===== src/rtl/stopwatch_display_scan.sv =====
// Scans a 16-bit BCD MM:SS word onto a 4-digit common-anode 7-segment display. Each frame of
// four digits comes from a single snapshot. Optional macro: DISP_LEADING_ZERO_BLANK_EN.
module stopwatch_display_scan #(
  parameter int SCAN_DIV = 50000,
  parameter int GUARD    = 4,
  parameter int DP_DIGIT = 2
) (
  input  logic        clk_in,
  input  logic        RESET_N,
  input  logic [16:1] TIME_BCD,
  input  logic        BLANK,
  output logic [7:1]  SEG,
  output logic        DP,
  output logic [4:1]  AN,
  output logic        FRAME_DONE,
  output logic        DIGIT_ERR
);

  localparam int TW = (SCAN_DIV > 1) ? $clog2(SCAN_DIV) : 1;
  localparam logic [TW-1:0] TICK_LAST = TW'(SCAN_DIV - 1);
  localparam logic [TW-1:0] GUARD_T   = TW'(GUARD);
  localparam logic [1:0]    DP_IDX    = 2'(DP_DIGIT);

  typedef enum logic {PH_GUARD, PH_SHOW} phase_e;
  localparam phase_e PH_RESET = (GUARD > 0) ? PH_GUARD : PH_SHOW;

  // Active-low segments, bit order {g,f,e,d,c,b,a}; non-BCD nibbles show a dash.
  function automatic logic [6:0] seg_decode(input logic [3:0] n);
    case (n)
      4'd0:    seg_decode = 7'b1000000;
      4'd1:    seg_decode = 7'b1111001;
      4'd2:    seg_decode = 7'b0100100;
      4'd3:    seg_decode = 7'b0110000;
      4'd4:    seg_decode = 7'b0011001;
      4'd5:    seg_decode = 7'b0010010;
      4'd6:    seg_decode = 7'b0000010;
      4'd7:    seg_decode = 7'b1111000;
      4'd8:    seg_decode = 7'b0000000;
      4'd9:    seg_decode = 7'b0010000;
      default: seg_decode = 7'b0111111;
    endcase
  endfunction

  function automatic logic has_bad_nibble(input logic [16:1] w);
    has_bad_nibble = (w[4:1] > 4'd9) || (w[8:5] > 4'd9) ||
                     (w[12:9] > 4'd9) || (w[16:13] > 4'd9);
  endfunction

  logic [TW-1:0] tick_q, tick_d;
  logic [1:0]    idx_q, idx_d;
  phase_e        phase_q, phase_d;
  logic          first_q;
  logic [16:1]   snap_q, snap_d, snap_view;
  logic          err_q, err_d;
  logic [6:0]    seg_q, seg_d;
  logic          dp_q, dp_d;
  logic [3:0]    an_q, an_d;
  logic          fd_q, fd_d;

  logic       tick_wrap, frame_last, capture, lit, lz_blank;
  logic [3:0] nib;

  // NOTE: every always_comb output gets a default first so no path can infer a latch.
  always_comb begin
    tick_wrap  = (tick_q == TICK_LAST);
    frame_last = tick_wrap && (idx_q == 2'd3);
    tick_d     = tick_wrap ? '0 : tick_q + TW'(1);
    idx_d      = tick_wrap ? idx_q + 2'd1 : idx_q;
    phase_d    = (tick_d < GUARD_T) ? PH_GUARD : PH_SHOW;

    // The first cycle after reset displays the word being captured, not the cleared snapshot.
    capture   = first_q || frame_last;
    snap_d    = capture ? TIME_BCD : snap_q;
    err_d     = capture ? has_bad_nibble(TIME_BCD) : err_q;
    snap_view = first_q ? TIME_BCD : snap_q;

    nib = 4'd0;
    case (idx_q)
      2'd0:    nib = snap_view[4:1];
      2'd1:    nib = snap_view[8:5];
      2'd2:    nib = snap_view[12:9];
      default: nib = snap_view[16:13];
    endcase

`ifdef DISP_LEADING_ZERO_BLANK_EN
    lz_blank = (idx_q == 2'd3) && (nib == 4'd0);
`else
    lz_blank = 1'b0;
`endif

    lit   = (phase_q == PH_SHOW) && !BLANK;
    an_d  = (lit && !lz_blank) ? ~(4'b0001 << idx_q) : 4'b1111;
    dp_d  = !(lit && (idx_q == DP_IDX));
    seg_d = seg_decode(nib);
    fd_d  = frame_last;
  end

  // NOTE: sequential state uses non-blocking assignments so every flop samples pre-edge values.
  always_ff @(posedge clk_in or negedge RESET_N) begin
    if (!RESET_N) begin
      tick_q  <= '0;
      idx_q   <= 2'd0;
      phase_q <= PH_RESET;
      first_q <= 1'b1;
      snap_q  <= 16'h0000;
      err_q   <= 1'b0;
      seg_q   <= 7'h7F;
      dp_q    <= 1'b1;
      an_q    <= 4'b1111;
      fd_q    <= 1'b0;
    end else begin
      tick_q  <= tick_d;
      idx_q   <= idx_d;
      phase_q <= phase_d;
      first_q <= 1'b0;
      snap_q  <= snap_d;
      err_q   <= err_d;
      seg_q   <= seg_d;
      dp_q    <= dp_d;
      an_q    <= an_d;
      fd_q    <= fd_d;
    end
  end

  assign SEG        = seg_q;
  assign DP         = dp_q;
  assign AN         = an_q;
  assign FRAME_DONE = fd_q;
  assign DIGIT_ERR  = err_q;

endmodule


===== config.mk =====
export PLATFORM = sky130hd
export DESIGN_NAME = stopwatch_display_scan
export DESIGN_NICKNAME = d
export VERILOG_FILES = /design/src/rtl/stopwatch_display_scan.sv
export SDC_FILE = /design/constraint.sdc
export NUM_CORES = 1
export LEC_CHECK = 0
export BUFFER_PORTS_ARGS = -buffer_cell sky130_fd_sc_hd__buf_2
export CAP_MARGIN = 20
export CORE_MARGIN = 5
export CORE_UTILIZATION = 44
export DETAILED_ROUTE_END_ITERATION = 7
export SLEW_MARGIN = 20
export SYNTH_ARGS = -nofsm -noshare
export SYNTH_HDL_FRONTEND = slang
export SYNTH_SLANG_ARGS = --single-unit

===== constraint.sdc =====
create_clock -name clk_in -period 3.2 [get_ports clk_in]
set_input_delay 0.64 -clock clk_in [delete_from_list [all_inputs] [get_ports clk_in]]
set_output_delay 0.64 -clock clk_in [all_outputs]
set_load 0.03 [all_outputs]

==> impl_metrics.csv, run 1 <==
group,metric,value,unit
clock_network,ctsResizeCount,0,
global_route,antenna_found_initial,0,
clock_network,cts_buffer_depth,2,
floorplanning,fp.dieH,88.1,µm
sta,fin_crit_sh,75.9,%
power_and_ir_drop,power_frac_comb,13.9,%
synthesis,synth_edf_count,0,
run_status,status,"finished clean",
synthesis,yosysWarnings,0,
sta,drv_slew,0,
cells_and_area,drive_gt1_share,32.6,%
floorplanning,start_util,45.4,%
floorplanning,row_count,28,
worst_setup_path,startpoint,"idx_q[0]$_DFFE_PN0N_",
power_and_ir_drop,leakage,1.27,nW
floorplanning,die_area,7770,µm²
worst_setup_path,r2r_cells,8,
clock_network,cts_buffers,5,
detailed_routing,via_count,1863,
power_and_ir_drop,switchingPower,0.320,mW
sta,tightestPinTransition,675,ps
clock_network,cts_setup_buffers,0,
clock_network,path_clk_slew,90,ps
synthesis,ys_ff_latch,49,
cells_and_area,fin_nets,299,
floorplanning,pin_count,33,
detailed_routing,routed_wl,5.45,mm
detailed_routing,vias_per_cell,5.40,
power_and_ir_drop,p_seq_share,55.1,%
sta,fmax,412,MHz
worst_setup_path,cp.arrival,2660,ps
detailed_routing,drtAntennaViolNets,0,
power_and_ir_drop,swShare,25.9,%
synthesis,syn_inst,242,
worst_setup_path,cp.required,3430,ps
power_and_ir_drop,clock_power_share,31.0,%
worst_setup_path,r2r_end,"SEG[5]$_DFF_PN1_",
clock_network,cts_tree,"built",
synthesis,synth_ff_type,"dfrtp_1",
worst_hold_path,hold_path.class,"input pin to async pin",
sta,hold_viol_final,0,
worst_setup_path,ff2ff_setup_slack,770,ps
sta,setup_viol,0,
clock_network,cts_hold_buf,0,
sta,slew_headroom,55.0,%
power_and_ir_drop,cellPowerDensity,412,nW/µm²
place,place_ws,824,ps
global_route,grtUsageTotal,15.8,%
global_route,grt_overflow,0,
synthesis,synth.cell_area,2690,µm²
synthesis,async_flop_share,100,%
detailed_routing,firstDrtPassIters,6,
worst_setup_path,crit_path_max_fanout,9,
cells_and_area,antenna_cells,0,
sta,finalCriticalPeriod,2430,ps
cells_and_area,post-route-cell-area,3000,µm²
sta,tns,0,ps
global_route,grt_pass1_wl,9.42,mm
worst_setup_path,crit_type,"flop to flop",
worst_setup_path,cp-start-kind,"flop",
worst_setup_path,end_kind,"flop",
synthesis,ys_seq_area_share,46.2,%
power_and_ir_drop,intPower,0.915,mW
global_route,grt_pass1_vias,1838,
sta,fin_hold_ws,299,ps
clock_network,htreeDepth,2,
clock_network,root_buffer,"clkbuf_8",
detailed_routing,drc_errors,0,
synthesis,synth_nets,272,
cells_and_area,area.growth.synth_to_final,11.5,%
detailed_routing,first_iter_violations,91,
clock_network,clock_latency,300,ps
floorplanning,coreArea,5920,µm²
sta,finalClockSkew,12.9,ps
run,max_cap_viol_count,0,
place,placed_area,2870,µm²
detailed_routing,wl_per_cell,15.8,µm
worst_setup_path,r2r-start,"idx_q[0]$_DFFE_PN0N_",
place,place.gp.congestion,0.800,
synthesis,yosysUniqueCellTypes,51,
place,place.port_buffers,32,
clock_network,cts.sinks,49,
sta,rsz0062_at_grt,"false",
global_route,grt_max_degree,43,
floorplanning,die_w,88.1,µm
power_and_ir_drop,ir_drop,0.217,mV
sta,fin_ws,772,ps
synthesis,post_synth.cell_area_avg,11.1,µm²
place,hpwl,3.98,mm
cells in the final DEF (no fill, tap or decap), types with 2 or more instances in the layout:
master / count
nand3_1: 8
mux2i_1: 6
nand4_1: 6
mux4_2: 3
clkbuf_8: 6
nor2_1: 11
dfstp_2: 12
nor2b_1: 2
and2_1: 4
nor3_1: 2
xor2_1: 5
ha_1: 11
nand2b_1: 3
nor3_2: 2
nand2_1: 18
dfrtp_1: 37
inv_1: 14
and3_2: 2
a222oi_1: 7
buf_4: 2
nor4_1: 2
nor2_2: 2
xnor2_1: 9
a21oi_1: 9
mux2_2: 16
o21ai_0: 11
or3_1: 2
buf_2: 32
per-layer routing:
layer | global-route usage, % | vias to the layer above | wire length (µm)
met4 | 4.95 | 0 | 66
met2 | 23.0 | 41 | 2480
met5 | 0 | - | 0
met1 | 23.7 | 903 | 2650
met3 | 3.39 | 6 | 251
li1 | - | 913 | -
worst max-delay path, cell delays in order (launching register included):
cell,delay [ps]
dfrtp_1,440
inv_1,90
ha_1,350
a222oi_1,390
mux4_2,370
inv_1,90
ha_1,210
mux2_2,260
a21oi_1,150
kinds of logic after synthesis:
kind of cell	after synthesis	synth area share [%]
AO/OA/AOI/OAI	37	9.87
XOR/XNOR	14	4.56
adder cells (fa/ha/maj)	11	5.12
buffers and inverters	29	4.98
flip-flops	49	46.2
multiplexers	25	11.5
other	1	0.140
AND/OR/NAND/NOR	76	17.7
power by group through the flow:
stage	sequential (mW)	clock [mW]	combinational [mW]
2_1_floorplan	0.722	0	0.0821
3_3_place_gp	0.691	0	0.169
3_5_place_dp	0.692	0	0.170
4_1_cts	0.680	0.400	0.171
5_1_grt	0.684	0.433	0.190
6_report	0.680	0.383	0.172
through the flow:
step	std cells	total power, mW	utilization [%]
after floorplan	242	0.804	-
after global placement	336	0.860	48.5
after detailed placement	336	0.863	48.5
after CTS	344	1.25	50.1
after global routing	345	1.31	50.6
final	345	1.24	50.6
cell usage after synthesis, types with 3 or more instances:
| cell | count | area share [%] |
|---|---|---|
| ha_1 | 11 | 5.1 |
| clkbuf_1 | 5 | 0.70 |
| and2_1 | 4 | 0.93 |
| dfrtp_1 | 37 | 34 |
| nand4_1 | 6 | 1.4 |
| a21oi_1 | 9 | 1.7 |
| xor2_1 | 5 | 1.6 |
| o21ai_0 | 11 | 2.0 |
| nand2_1 | 18 | 2.5 |
| nand3_1 | 8 | 1.5 |
| nor2_1 | 11 | 1.5 |
| inv_1 | 14 | 2.0 |
| xnor2_1 | 9 | 2.9 |
| nand2b_1 | 3 | 0.70 |
| mux2_2 | 16 | 6.7 |
| buf_4 | 5 | 1.4 |
| a222oi_1 | 7 | 2.6 |
| mux4_2 | 3 | 2.5 |
| buf_2 | 5 | 0.93 |
| mux2i_1 | 6 | 2.2 |
| dfstp_2 | 12 | 12 |
registers in the layout (all words and copies together) (netlist names):
| signal | cells |
|---|---|
| first_q | 1 |
| phase_q | 1 |
| SEG | 7 |
| DIGIT_ERR | 1 |
| snap_q | 16 |
| tick_q | 16 |
| FRAME_DONE | 1 |
| idx_q | 2 |
| AN | 4 |
worst max-delay path by stage:
stage | cells past startpoint | endpoint | slack (ps)
4_1_cts | 8 | SEG[5]$_DFF_PN1_ | 790
3_3_place_gp | 8 | SEG[5]$_DFF_PN1_ | 810
2_1_floorplan | 7 | phase_q$_DFF_PN0_ | 1020
6_report | 8 | SEG[5]$_DFF_PN1_ | 770
3_5_place_dp | 8 | SEG[5]$_DFF_PN1_ | 820
5_1_grt | 7 | SEG[6]$_DFF_PN1_ | 610
layout make-up:
cell class,count,area (µm²)
clock buffer,7,86.3
clock inverter,1,7.51
fill,532,2930
inverter,14,52.6
multi-input combinational,164,1310
sequential,49,1240
tap,75,93.8
timing repair buffer,35,203
No activity file was read; power rests on OpenSTA's default activity.
==> run 2: changes to the inputs <==
- clock period: 3.2 -> 2.4 ns (I/O delays scaled with it)
==> impl_metrics.csv, run 2 (synthesis results as in run 1) <==
group,metric,value,unit
detailed_routing,drtAntennaViolNets,0,
clock_network,cts_tree,"built",
clock_network,path_clk_slew,100,ps
global_route,grt_overflow,0,
power_and_ir_drop,cellPowerDensity,535,nW/µm²
global_route,grtUsageTotal,16.2,%
worst_setup_path,cp-start-kind,"flop",
global_route,grt_pass1_wl,9.69,mm
worst_setup_path,cp.arrival,2530,ps
clock_network,cts_buffer_depth,2,
place,place_ws,45.4,ps
clock_network,root_buffer,"clkbuf_8",
power_and_ir_drop,power,1.63,mW
sta,finalClockSkew,8.94,ps
run_status,status,"finished clean",
worst_setup_path,r2r_end,"SEG[2]$_DFF_PN1_",
worst_hold_path,hold_path.class,"input pin to async pin",
detailed_routing,vias_per_cell,5.34,
clock_network,cts_buffers,5,
clock_network,cts.sinks,49,
sta,hold_viol_final,0,
sta,fin_crit_sh,94.7,%
clock_network,clock_latency,310,ps
cells_and_area,area.growth.synth_to_final,13.6,%
place,hpwl,4.18,mm
sta,drv_slew,0,
floorplanning,fp.dieH,88.1,µm
detailed_routing,via_count,1897,
sta,fin_ws,128,ps
sta,fmax,440,MHz
worst_setup_path,r2r-start,"idx_q[0]$_DFFE_PN0N_",
cells_and_area,antenna_cells,0,
cells_and_area,final_cell_mix,"dfrtp_1 (36), buf_2 (32), nand2_1 (18)",
place,place.gp.congestion,0.821,
floorplanning,die_w,88.1,µm
sta,finalCriticalPeriod,2270,ps
sta,slew_headroom,38.6,%
floorplanning,start_util,45.4,%
worst_setup_path,crit_family,"adder cells",
worst_setup_path,max_stage_delay,550,ps
detailed_routing,first_iter_violations,123,
sta,rsz0062_at_grt,"false",
global_route,antenna_found_initial,0,
floorplanning,coreArea,5920,µm²
global_route,grt_pass1_vias,1935,
sta,tightestPinTransition,920,ps
global_route,grt_max_degree,20,
floorplanning,row_count,28,
worst_setup_path,r2r_cells,7,
worst_setup_path,crit_path_max_fanout,9,
worst_setup_path,critical_path.n_buffers_inverters,1,
power_and_ir_drop,ir_drop,0.250,mV
worst_setup_path,path_cells,"inv_1 > ha_1 > a222oi_1 > mux4_2 > ha_1 > o21ai_0 > and2_1",
worst_setup_path,crit_type,"flop to flop",
worst_setup_path,ff2ff_setup_slack,130,ps
detailed_routing,drc_errors,0,
cells_and_area,fin_nets,309,
sta,setup_viol,0,
run,max_cap_viol_count,0,
worst_setup_path,end_kind,"flop",
power_and_ir_drop,leakage,1.31,nW
floorplanning,pin_count,33,
clock_network,cts_setup_buffers,0,
sta,tns,0,ps
detailed_routing,routed_wl,5.60,mm
cells_and_area,final_common_cell,"dfrtp_1",
worst_setup_path,cpMaxStageDelayCell,"mux4_2",
worst_setup_path,cp_common_cell,"ha_1",
detailed_routing,firstDrtPassIters,5,
cells_and_area,drive_gt1_share,36.1,%
worst_setup_path,cp.required,2660,ps
place,place.port_buffers,32,
floorplanning,die_area,7770,µm²
clock_network,htreeDepth,2,
detailed_routing,wl_per_cell,15.8,µm
-- run 2: final cells by class --
type                       instances  area, µm²
timing repair buffer              45        258
clock inverter                     3       21.3
clock buffer                       5       68.8
inverter                          14       52.6
multi-input combinational        164       1320
sequential                        49       1240
tap                               75       93.8
fill                             552       2870
-- run 2: what timing repair did --
| item | in CTS | in global routing |
|---|---|---|
| setup endpoints to repair | 0 | 7 |
| hold buffers | 0 | 0 |
| resized for setup | 0 | 3 |
-- run 2: where the power goes --
group | switching [mW] | internal, mW | total [mW]
logic | 0.133 | 0.0956 | 0.228
clock network | 0.291 | 0.208 | 0.499
registers | 0.0201 | 0.887 | 0.907
total | 0.444 | 1.19 | 1.63
-- run 2: worst register-to-register path, cell delays in order (launching register included) --
cell and delay (ps):
dfrtp_2 450, inv_1 100, ha_1 380, a222oi_1 130, mux4_2 550, ha_1 330
o21ai_0 140, and2_1 140
-- run 2: how the worst max path moves through the flow --
stage	end	start	depth (start not counted)	slack, ps
after detailed placement	SEG[5]$_DFF_PN1_	idx_q[0]$_DFFE_PN0N_	8	50
after global placement	SEG[5]$_DFF_PN1_	idx_q[0]$_DFFE_PN0N_	8	150
after floorplan	phase_q$_DFF_PN0_	tick_q[0]$_DFF_PN0_	7	220
after CTS	SEG[5]$_DFF_PN1_	idx_q[0]$_DFFE_PN0N_	8	10
after global routing	SEG[2]$_DFF_PN1_	idx_q[0]$_DFFE_PN0N_	8	4
final	SEG[2]$_DFF_PN1_	idx_q[0]$_DFFE_PN0N_	7	130
-- run 2: routing by layer --
metal	vias up	wire length, µm	global-route usage (%)
met2	43	2540	24.7
met1	916	2670	23.0
met3	8	307	3.67
li1	930	-	-
met4	0	87	5.36
met5	-	0	0
-- run 2: stage by stage --
step           area, µm²  instances  hold slack (ps)  util, %
6_report            3050        355             62.8     51.6
3_5_place_dp        2960        347              413     49.9
3_3_place_gp        2960        347              401     49.9
5_1_grt             3050        355             77.5     51.6
2_1_floorplan       2690        242              184        -
4_1_cts             3050        355             66.6     51.5
